==> src/rtl/rate_switch_scheduler_if.sv <==
// Handshake bundle between the rate-switch scheduler, its requesters and the
// capture buffer. The scheduler takes the slave view; requesters/buffer the master.
interface rate_switch_scheduler_if #(
    parameter int NUM_REQ = 4,
    parameter int ID_W    = 2,
    parameter int PTS_W   = 16
);
    logic [NUM_REQ-1:0]       req;
    logic [NUM_REQ*PTS_W-1:0] req_points;
    logic [NUM_REQ-1:0]       grant;
    logic [ID_W-1:0]          grant_id;
    logic [NUM_REQ-1:0]       done;
    logic                     err_len;
    logic                     err_timeout;
    logic                     busy;
    logic                     rs_request;
    logic [31:0]              rs_piont_num;
    logic                     rs_data_vaild;
    logic                     rs_data_tlast;

    modport master (
        output req, req_points, rs_data_vaild, rs_data_tlast,
        input  grant, grant_id, done, err_len, err_timeout, busy,
               rs_request, rs_piont_num
    );

    modport slave (
        input  req, req_points, rs_data_vaild, rs_data_tlast,
        output grant, grant_id, done, err_len, err_timeout, busy,
               rs_request, rs_piont_num
    );
endinterface

==> src/rtl/rate_switch_scheduler.sv <==
// Round-robin sequencer sharing the capture buffer between NUM_REQ requesters;
// issues each capture, checks the returned frame length and enforces a Request-low gap.
module rate_switch_scheduler #(
    parameter int NUM_REQ        = 4,
    parameter int ID_W           = 2,
    parameter int PTS_W          = 16,
    parameter int MAX_POINTS     = 2046,
    parameter int MIN_GAP        = 8,
    parameter int TIMEOUT_CYCLES = 65535
) (
    input  logic                   rd_clk,
    input  logic                   rst_n,
    rate_switch_scheduler_if.slave bus
);
    localparam int GAP_W = (MIN_GAP > 1) ? $clog2(MIN_GAP) : 1;

    typedef enum logic [2:0] {
        S_IDLE,
        S_ISSUE,
        S_WAIT_LAST,
        S_FINISH,
        S_GAP
    } state_t;

    state_t             r_state, w_state_next;
    logic [NUM_REQ-1:0] r_grant, w_grant_next;
    logic [ID_W-1:0]    r_grant_id, w_grant_id_next;
    logic [ID_W-1:0]    r_rr_ptr, w_rr_ptr_next;
    logic [NUM_REQ-1:0] r_done, w_done_next;
    logic               r_err_len, w_err_len_next;
    logic               r_err_tmo, w_err_tmo_next;
    logic               r_rs_request, w_rs_request_next;
    logic [PTS_W-1:0]   r_pts, w_pts_next;
    logic [PTS_W:0]     r_beat_cnt, w_beat_cnt_next;
    logic [31:0]        r_tmo_cnt, w_tmo_cnt_next;
    logic [GAP_W-1:0]   r_gap_cnt, w_gap_cnt_next;
    logic               r_abort, w_abort_next;

    logic [ID_W-1:0]    w_cand_id [NUM_REQ];
    logic [NUM_REQ-1:0] w_cand_hit;
    logic [PTS_W-1:0]   w_pts_clamped [NUM_REQ];
    logic               w_sel_valid;
    logic [ID_W-1:0]    w_sel_id;
    logic               w_tmo_hit;
    logic               w_last_beat;
    logic [PTS_W:0]     w_beat_inc;

    // Candidate gi is the requester gi+1 places after the last one served.
    for (genvar gi = 0; gi < NUM_REQ; gi++) begin : g_req
        logic [ID_W:0]    w_sum;
        logic [PTS_W-1:0] w_raw;
        assign w_sum = {1'b0, r_rr_ptr} + (ID_W+1)'(gi + 1);
        assign w_cand_id[gi] = (w_sum >= (ID_W+1)'(NUM_REQ))
                             ? ID_W'(w_sum - (ID_W+1)'(NUM_REQ)) : ID_W'(w_sum);
        assign w_cand_hit[gi] = bus.req[w_cand_id[gi]];
        assign w_raw = bus.req_points[gi*PTS_W +: PTS_W];
        assign w_pts_clamped[gi] = (w_raw == '0) ? PTS_W'(1)
                                 : (w_raw > PTS_W'(MAX_POINTS)) ? PTS_W'(MAX_POINTS) : w_raw;
    end

    always_comb begin
        w_sel_valid = 1'b0;
        w_sel_id    = '0;
        for (int i = NUM_REQ - 1; i >= 0; i--) begin
            if (w_cand_hit[i]) begin
                w_sel_valid = 1'b1;
                w_sel_id    = w_cand_id[i];
            end
        end
    end

    assign w_tmo_hit   = (r_tmo_cnt == 32'(TIMEOUT_CYCLES - 1));
    assign w_last_beat = bus.rs_data_vaild && bus.rs_data_tlast;
    assign w_beat_inc  = (r_beat_cnt == '1) ? r_beat_cnt : r_beat_cnt + 1'b1;

    always_comb begin
        w_state_next      = r_state;
        w_grant_next      = r_grant;
        w_grant_id_next   = r_grant_id;
        w_rr_ptr_next     = r_rr_ptr;
        w_done_next       = '0;
        w_err_len_next    = 1'b0;
        w_err_tmo_next    = 1'b0;
        w_rs_request_next = r_rs_request;
        w_pts_next        = r_pts;
        w_beat_cnt_next   = r_beat_cnt;
        w_tmo_cnt_next    = r_tmo_cnt;
        w_gap_cnt_next    = r_gap_cnt;
        w_abort_next      = r_abort;
        case (r_state)
            S_IDLE: begin
                if (w_sel_valid) begin
                    w_grant_next      = NUM_REQ'(1) << w_sel_id;
                    w_grant_id_next   = w_sel_id;
                    w_pts_next        = w_pts_clamped[w_sel_id];
                    w_rs_request_next = 1'b1;
                    w_beat_cnt_next   = '0;
                    w_tmo_cnt_next    = '0;
                    w_abort_next      = 1'b0;
                    w_state_next      = S_ISSUE;
                end
            end
            S_ISSUE: begin
                w_tmo_cnt_next = r_tmo_cnt + 32'd1;
                if (bus.rs_data_vaild) begin
                    w_rs_request_next = 1'b0;
                    w_beat_cnt_next   = (PTS_W+1)'(1);
                end
                // A terminating beat beats a timeout landing on the same edge.
                if (w_last_beat) begin
                    w_state_next = S_FINISH;
                end else if (w_tmo_hit) begin
                    w_rs_request_next = 1'b0;
                    w_abort_next      = 1'b1;
                    w_state_next      = S_FINISH;
                end else if (bus.rs_data_vaild) begin
                    w_state_next = S_WAIT_LAST;
                end
            end
            S_WAIT_LAST: begin
                w_tmo_cnt_next = r_tmo_cnt + 32'd1;
                if (bus.rs_data_vaild) begin
                    w_beat_cnt_next = w_beat_inc;
                end
                if (w_last_beat) begin
                    w_state_next = S_FINISH;
                end else if (w_tmo_hit) begin
                    w_abort_next = 1'b1;
                    w_state_next = S_FINISH;
                end
            end
            S_FINISH: begin
                w_done_next    = r_grant;
                w_err_tmo_next = r_abort;
                w_err_len_next = !r_abort && (r_beat_cnt != {1'b0, r_pts});
                w_rr_ptr_next  = r_grant_id;
                w_grant_next   = '0;
                w_gap_cnt_next = '0;
                w_state_next   = S_GAP;
            end
            S_GAP: begin
                if (r_gap_cnt == GAP_W'(MIN_GAP - 1)) begin
                    w_state_next = S_IDLE;
                end else begin
                    w_gap_cnt_next = r_gap_cnt + 1'b1;
                end
            end
            default: w_state_next = S_IDLE;
        endcase
    end

    always_ff @(posedge rd_clk) begin
        if (!rst_n) begin
            r_state      <= S_IDLE;
            r_grant      <= '0;
            r_grant_id   <= '0;
            r_rr_ptr     <= ID_W'(NUM_REQ - 1);
            r_done       <= '0;
            r_err_len    <= 1'b0;
            r_err_tmo    <= 1'b0;
            r_rs_request <= 1'b0;
            r_pts        <= '0;
            r_beat_cnt   <= '0;
            r_tmo_cnt    <= '0;
            r_gap_cnt    <= '0;
            r_abort      <= 1'b0;
        end else begin
            r_state      <= w_state_next;
            r_grant      <= w_grant_next;
            r_grant_id   <= w_grant_id_next;
            r_rr_ptr     <= w_rr_ptr_next;
            r_done       <= w_done_next;
            r_err_len    <= w_err_len_next;
            r_err_tmo    <= w_err_tmo_next;
            r_rs_request <= w_rs_request_next;
            r_pts        <= w_pts_next;
            r_beat_cnt   <= w_beat_cnt_next;
            r_tmo_cnt    <= w_tmo_cnt_next;
            r_gap_cnt    <= w_gap_cnt_next;
            r_abort      <= w_abort_next;
        end
    end

    assign bus.grant        = r_grant;
    assign bus.grant_id     = r_grant_id;
    assign bus.done         = r_done;
    assign bus.err_len      = r_err_len;
    assign bus.err_timeout  = r_err_tmo;
    assign bus.busy         = (r_state != S_IDLE);
    assign bus.rs_request   = r_rs_request;
    assign bus.rs_piont_num = 32'(r_pts);
endmodule
==> src/flat_wrapper.sv <==
// flat-port wrapper written by rule: the top's interface ports become plain ports
module rate_switch_scheduler_flat 
#(
    parameter int NUM_REQ        = 4,
    parameter int ID_W           = 2,
    parameter int PTS_W          = 16,
    parameter int MAX_POINTS     = 2046,
    parameter int MIN_GAP        = 8,
    parameter int TIMEOUT_CYCLES = 65535
)
  (rd_clk, rst_n, bus_req, bus_req_points, bus_rs_data_vaild, bus_rs_data_tlast, bus_grant, bus_grant_id, bus_done, bus_err_len, bus_err_timeout, bus_busy, bus_rs_request, bus_rs_piont_num);
  rate_switch_scheduler_if #(.NUM_REQ(NUM_REQ), .ID_W(ID_W), .PTS_W(PTS_W)) bus_i ();
  input  logic rd_clk;
  input  logic rst_n;
  input wire logic [$bits(bus_i.req)-1:0] bus_req;
  input wire logic [$bits(bus_i.req_points)-1:0] bus_req_points;
  input wire logic [$bits(bus_i.rs_data_vaild)-1:0] bus_rs_data_vaild;
  input wire logic [$bits(bus_i.rs_data_tlast)-1:0] bus_rs_data_tlast;
  output wire logic [$bits(bus_i.grant)-1:0] bus_grant;
  output wire logic [$bits(bus_i.grant_id)-1:0] bus_grant_id;
  output wire logic [$bits(bus_i.done)-1:0] bus_done;
  output wire logic [$bits(bus_i.err_len)-1:0] bus_err_len;
  output wire logic [$bits(bus_i.err_timeout)-1:0] bus_err_timeout;
  output wire logic [$bits(bus_i.busy)-1:0] bus_busy;
  output wire logic [$bits(bus_i.rs_request)-1:0] bus_rs_request;
  output wire logic [$bits(bus_i.rs_piont_num)-1:0] bus_rs_piont_num;
  assign bus_i.req = bus_req;
  assign bus_i.req_points = bus_req_points;
  assign bus_i.rs_data_vaild = bus_rs_data_vaild;
  assign bus_i.rs_data_tlast = bus_rs_data_tlast;
  assign bus_grant = bus_i.grant;
  assign bus_grant_id = bus_i.grant_id;
  assign bus_done = bus_i.done;
  assign bus_err_len = bus_i.err_len;
  assign bus_err_timeout = bus_i.err_timeout;
  assign bus_busy = bus_i.busy;
  assign bus_rs_request = bus_i.rs_request;
  assign bus_rs_piont_num = bus_i.rs_piont_num;
  rate_switch_scheduler #(.NUM_REQ(NUM_REQ), .ID_W(ID_W), .PTS_W(PTS_W), .MAX_POINTS(MAX_POINTS), .MIN_GAP(MIN_GAP), .TIMEOUT_CYCLES(TIMEOUT_CYCLES)) u_core (.rd_clk(rd_clk), .rst_n(rst_n), .bus(bus_i));
endmodule
==> config.mk <==
export PLATFORM = sky130hd
export DESIGN_NAME = rate_switch_scheduler_flat
export DESIGN_NICKNAME = d
export VERILOG_FILES = /design/src/rtl/rate_switch_scheduler_if.sv /design/src/rtl/rate_switch_scheduler.sv /design/src/flat_wrapper.sv
export SDC_FILE = /design/constraint.sdc
export NUM_CORES = 1
export LEC_CHECK = 0
export CORE_ASPECT_RATIO = 1.25
export CORE_UTILIZATION = 50
export CTS_CLUSTER_SIZE = 20
export DETAILED_ROUTE_END_ITERATION = 8
export GPL_ROUTABILITY_DRIVEN = 0
export PLACE_DENSITY = 0.88
export SYNTH_ARGS = -nofsm -noshare
export SYNTH_HDL_FRONTEND = slang
export SYNTH_SLANG_ARGS = --single-unit
export TNS_END_PERCENT = 100
==> constraint.sdc <==
create_clock -name rd_clk -period 3.25 [get_ports rd_clk]
set_clock_uncertainty 0.05 [all_clocks]
set_input_delay 0.8125 -clock rd_clk [delete_from_list [all_inputs] [get_ports rd_clk]]
set_output_delay 0.8125 -clock rd_clk [all_outputs]
set_load 0.1 [all_outputs]
==> metrics.yaml <==
drt:
  remaining_drc_errors: 0
  vias: 4949
  drt_iter0_markers: 247
  via_per_inst: 5.91
  drtAntennaViolNets: 0
  wl_per_cell_um: 15.1
  drt-pass1-iter-count: 5
  wl_mm: 12.6
critical_path:
  reg2reg_slack_ps: 700
  cp_data_arrival_time_ps: 3040
  cp-start-kind: "primary input"
  worstReg2RegEnd: "u_core.r_beat_cnt[0]"
  crit_path_max_incr_delay_ps: 520
  cp_slowest_cell: "or4_1"
  reg2reg_depth: 11
  path_max_fanout: 11
  end_kind: "register"
  timing.rr.start: "u_core.r_beat_cnt[2]"
  path_class: "primary input to register"
  crit_chain: "clkdlybuf4s50_1 -> or4_1 -> or2_2 -> nor3_1 -> nor2_1 -> a221oi_1 -> o221a_2"
  worst_ep_required_time_ps: 3490
clock_tree:
  cts_hold_buf: 0
  clockBufferDepth: 2
  cts_tree: "done"
  h-tree-depth: 3
  post_cts_resized: 0
  cts_root_buf: "clkbuf_16"
  cts_buffers: 9
  post_cts_buffers: 0
  clock-sinks: 87
  clk-insertion-delay-late_ps: 340
  path_clk_slew_ps: 60
global_route:
  grtUsageMet2_pct: 44.7
  grt_pass1_vias: 4648
  grt.overflow.total: 0
  use_met1_pct: 28.9
  grt_use_total_pct: 25.3
  top_usage_layer: "met2"
  grt_pass1_wl_mm: 20.7
  gr-usage-met3_pct: 4.92
  antenna_found_initial: 0
  grt_start_max_net_pins: 32
finish:
  n_antenna_cell: 0
  final_cell_mix: "dfxtp_1, nor2_1, clkdlybuf4s50_1, buf_4, nand2_1"
  fin_cells: 838
  layout_commonest_cell: "dfxtp_1"
  area_growth_pct: 27.0
  layout.nets: 788
  drive_gt1_share_pct: 10.6
yosys:
  synth_compound_area_share_pct: 17.7
  synth-xor-area-share_pct: 8.74
  yosysWarnings: 0
  synth_area_mm2: 0.00481
  async_flop_share_pct: 0
  avgSynthCellArea_um2: 7.85
  seq_area_frac_synth_pct: 36.2
  yosysTopAreaCellShare_pct: 36.2
  yosys-top-cells-area: "dfxtp_1, nor2_1, xnor2_1, xor2_1, o21ai_0"
  ys_types: 56
  ys_ff_latch: 87
  muxShareOfSynthArea_pct: 0.442
  synthAdderAreaFrac_pct: 1.56
  synthSimpleGateAreaFrac_pct: 29.4
  yosysTopAreaCell: "dfxtp_1"
  synth_top_family_by_area: "simple AND/OR/NAND/NOR gates"
  syn_inst: 613
  synth_edf_count: 0
  synthFlopType: "dfxtp_1"
sta:
  rsz0062_at_grt: "false"
  final.setup.tns_ps: 0
  period_needed_ps: 2800
  max_freq_ghz: 0.357
  hold_viol_final: 0
  worst_pin_slew_ps: 588
  period_share_pct: 86.1
  relSlewSlack_pct: 60.8
  slew_violations: 0
  finalSetupViolCount: 0
die:
  ios: 118
  dieArea_mm2: 0.0100
  std_cell_rows: 39
  initial_core_util_pct: 52.2
  die_h_um: 112
  core_mm2: 0.00922
  die_w_um: 89.7
placed_design:
  dp_hpwl_mm: 9.67
  dpl.cell_count: 822
  io_buffers: 101
hold_path:
  min_path_type: "register to register"
  min_path_cells: 1
  min_from: "u_core.r_abort"
  min_to: "u_core.bus.err_len"
outcome:
  outcome: "finished clean"
power:
  power_density_mw_per_mm2: 481
  leakagePower_uw: 0.00225
  ir_drop_mv: 0.518
  p_total_uw: 2940
flow_run:
  maxCapViolations: 0
## cells in the mapped netlist, types with 3 or more instances
master	number
dfxtp_1	87
nor2_1	76
nand2_1	42
o21ai_0	41
a21oi_1	39
nor3_1	30
clkbuf_1	26
xnor2_1	24
xor2_1	24
nand3_1	19
nor4_1	19
or3_1	19
nand4_1	18
and3_1	16
buf_4	16
inv_1	12
nand2b_1	8
o211ai_1	8
o311ai_0	8
a211oi_1	7
ha_1	6
o22ai_1	6
a31oi_1	5
or2_2	4
or4_1	4
and4_1	3
nor3b_1	3
nor4b_1	3
## worst max path at each step
stage                       startpoint         endpoint  slack (ps)  depth (start not counted)
CTS                 bus_req_points[15]  u_core.r_pts[0]         510                          7
floorplan           bus_req_points[30]  u_core.r_pts[0]         610                          7
detailed placement  bus_req_points[15]  u_core.r_pts[0]         150                          7
finish              bus_req_points[15]  u_core.r_pts[0]         450                          7
global placement    bus_req_points[15]  u_core.r_pts[0]         230                          7
global route        bus_req_points[15]  u_core.r_pts[0]         270                          7
## kinds of logic (layout without fill, tap and decap cells)
group	after synthesis	after routing
AOI/OAI and AO/OA	137	137
xor gates and xnor gates	48	48
adders and majority gates	6	6
buffers and inverters	57	144
DFF	87	87
muxes	2	2
other	1	16
and+or+nand+nor	275	275
## registers in the layout (all words and copies together), names as in the netlist, 2 cells and up
name	cells
u_core.r_tmo_cnt	32
u_core.r_beat_cnt	17
u_core.r_pts	16
u_core.bus.done	4
u_core.bus.grant	4
u_core.r_gap_cnt	3
u_core.r_state	3
u_core.bus.grant_id	2
u_core.r_rr_ptr	2
## critical path: cells and delay by family
family                 cells  cell delay [ps]
AO/OA/AOI/OAI              2              520
buffers and inverters      1              390
AND/OR/NAND/NOR            4             1320
## cell type report
cell class | count | area (um^2)
sequential | 87 | 1740
clock inverter | 7 | 55.1
inverter | 12 | 45.0
multi-input combinational | 484 | 2840
timing repair buffer | 116 | 1050
clock buffer | 9 | 225
tap | 123 | 154
fill | 743 | 3110
## power breakdown
part	leakage [uW]	switching, uW	internal [uW]
Combinational	0.00141	573	237
Clock	0.000132	439	524
Sequential	0.000706	59.8	1110
## stage by stage
| step | hold WS, ps | utilization (%) | setup WS, ps | area [um^2] |
|---|---|---|---|---|
| 6_report | 446 | 66.2 | 453 | 6110 |
| 5_1_grt | 468 | 66.2 | 272 | 6110 |
| 4_1_cts | 449 | 66.2 | 511 | 6110 |
| 3_5_place_dp | 432 | 63.2 | 154 | 5830 |
| 3_3_place_gp | 414 | 63.2 | 226 | 5830 |
| 2_1_floorplan | 365 | - | 614 | 4870 |
## per-layer routing
metal	wire [um]	part of all wire, %
met5	0	0
met1	5110	40
met3	821	6.5
met4	396	3.1
met2	6300	50
Note: power is estimated with default switching activity, not from simulation.
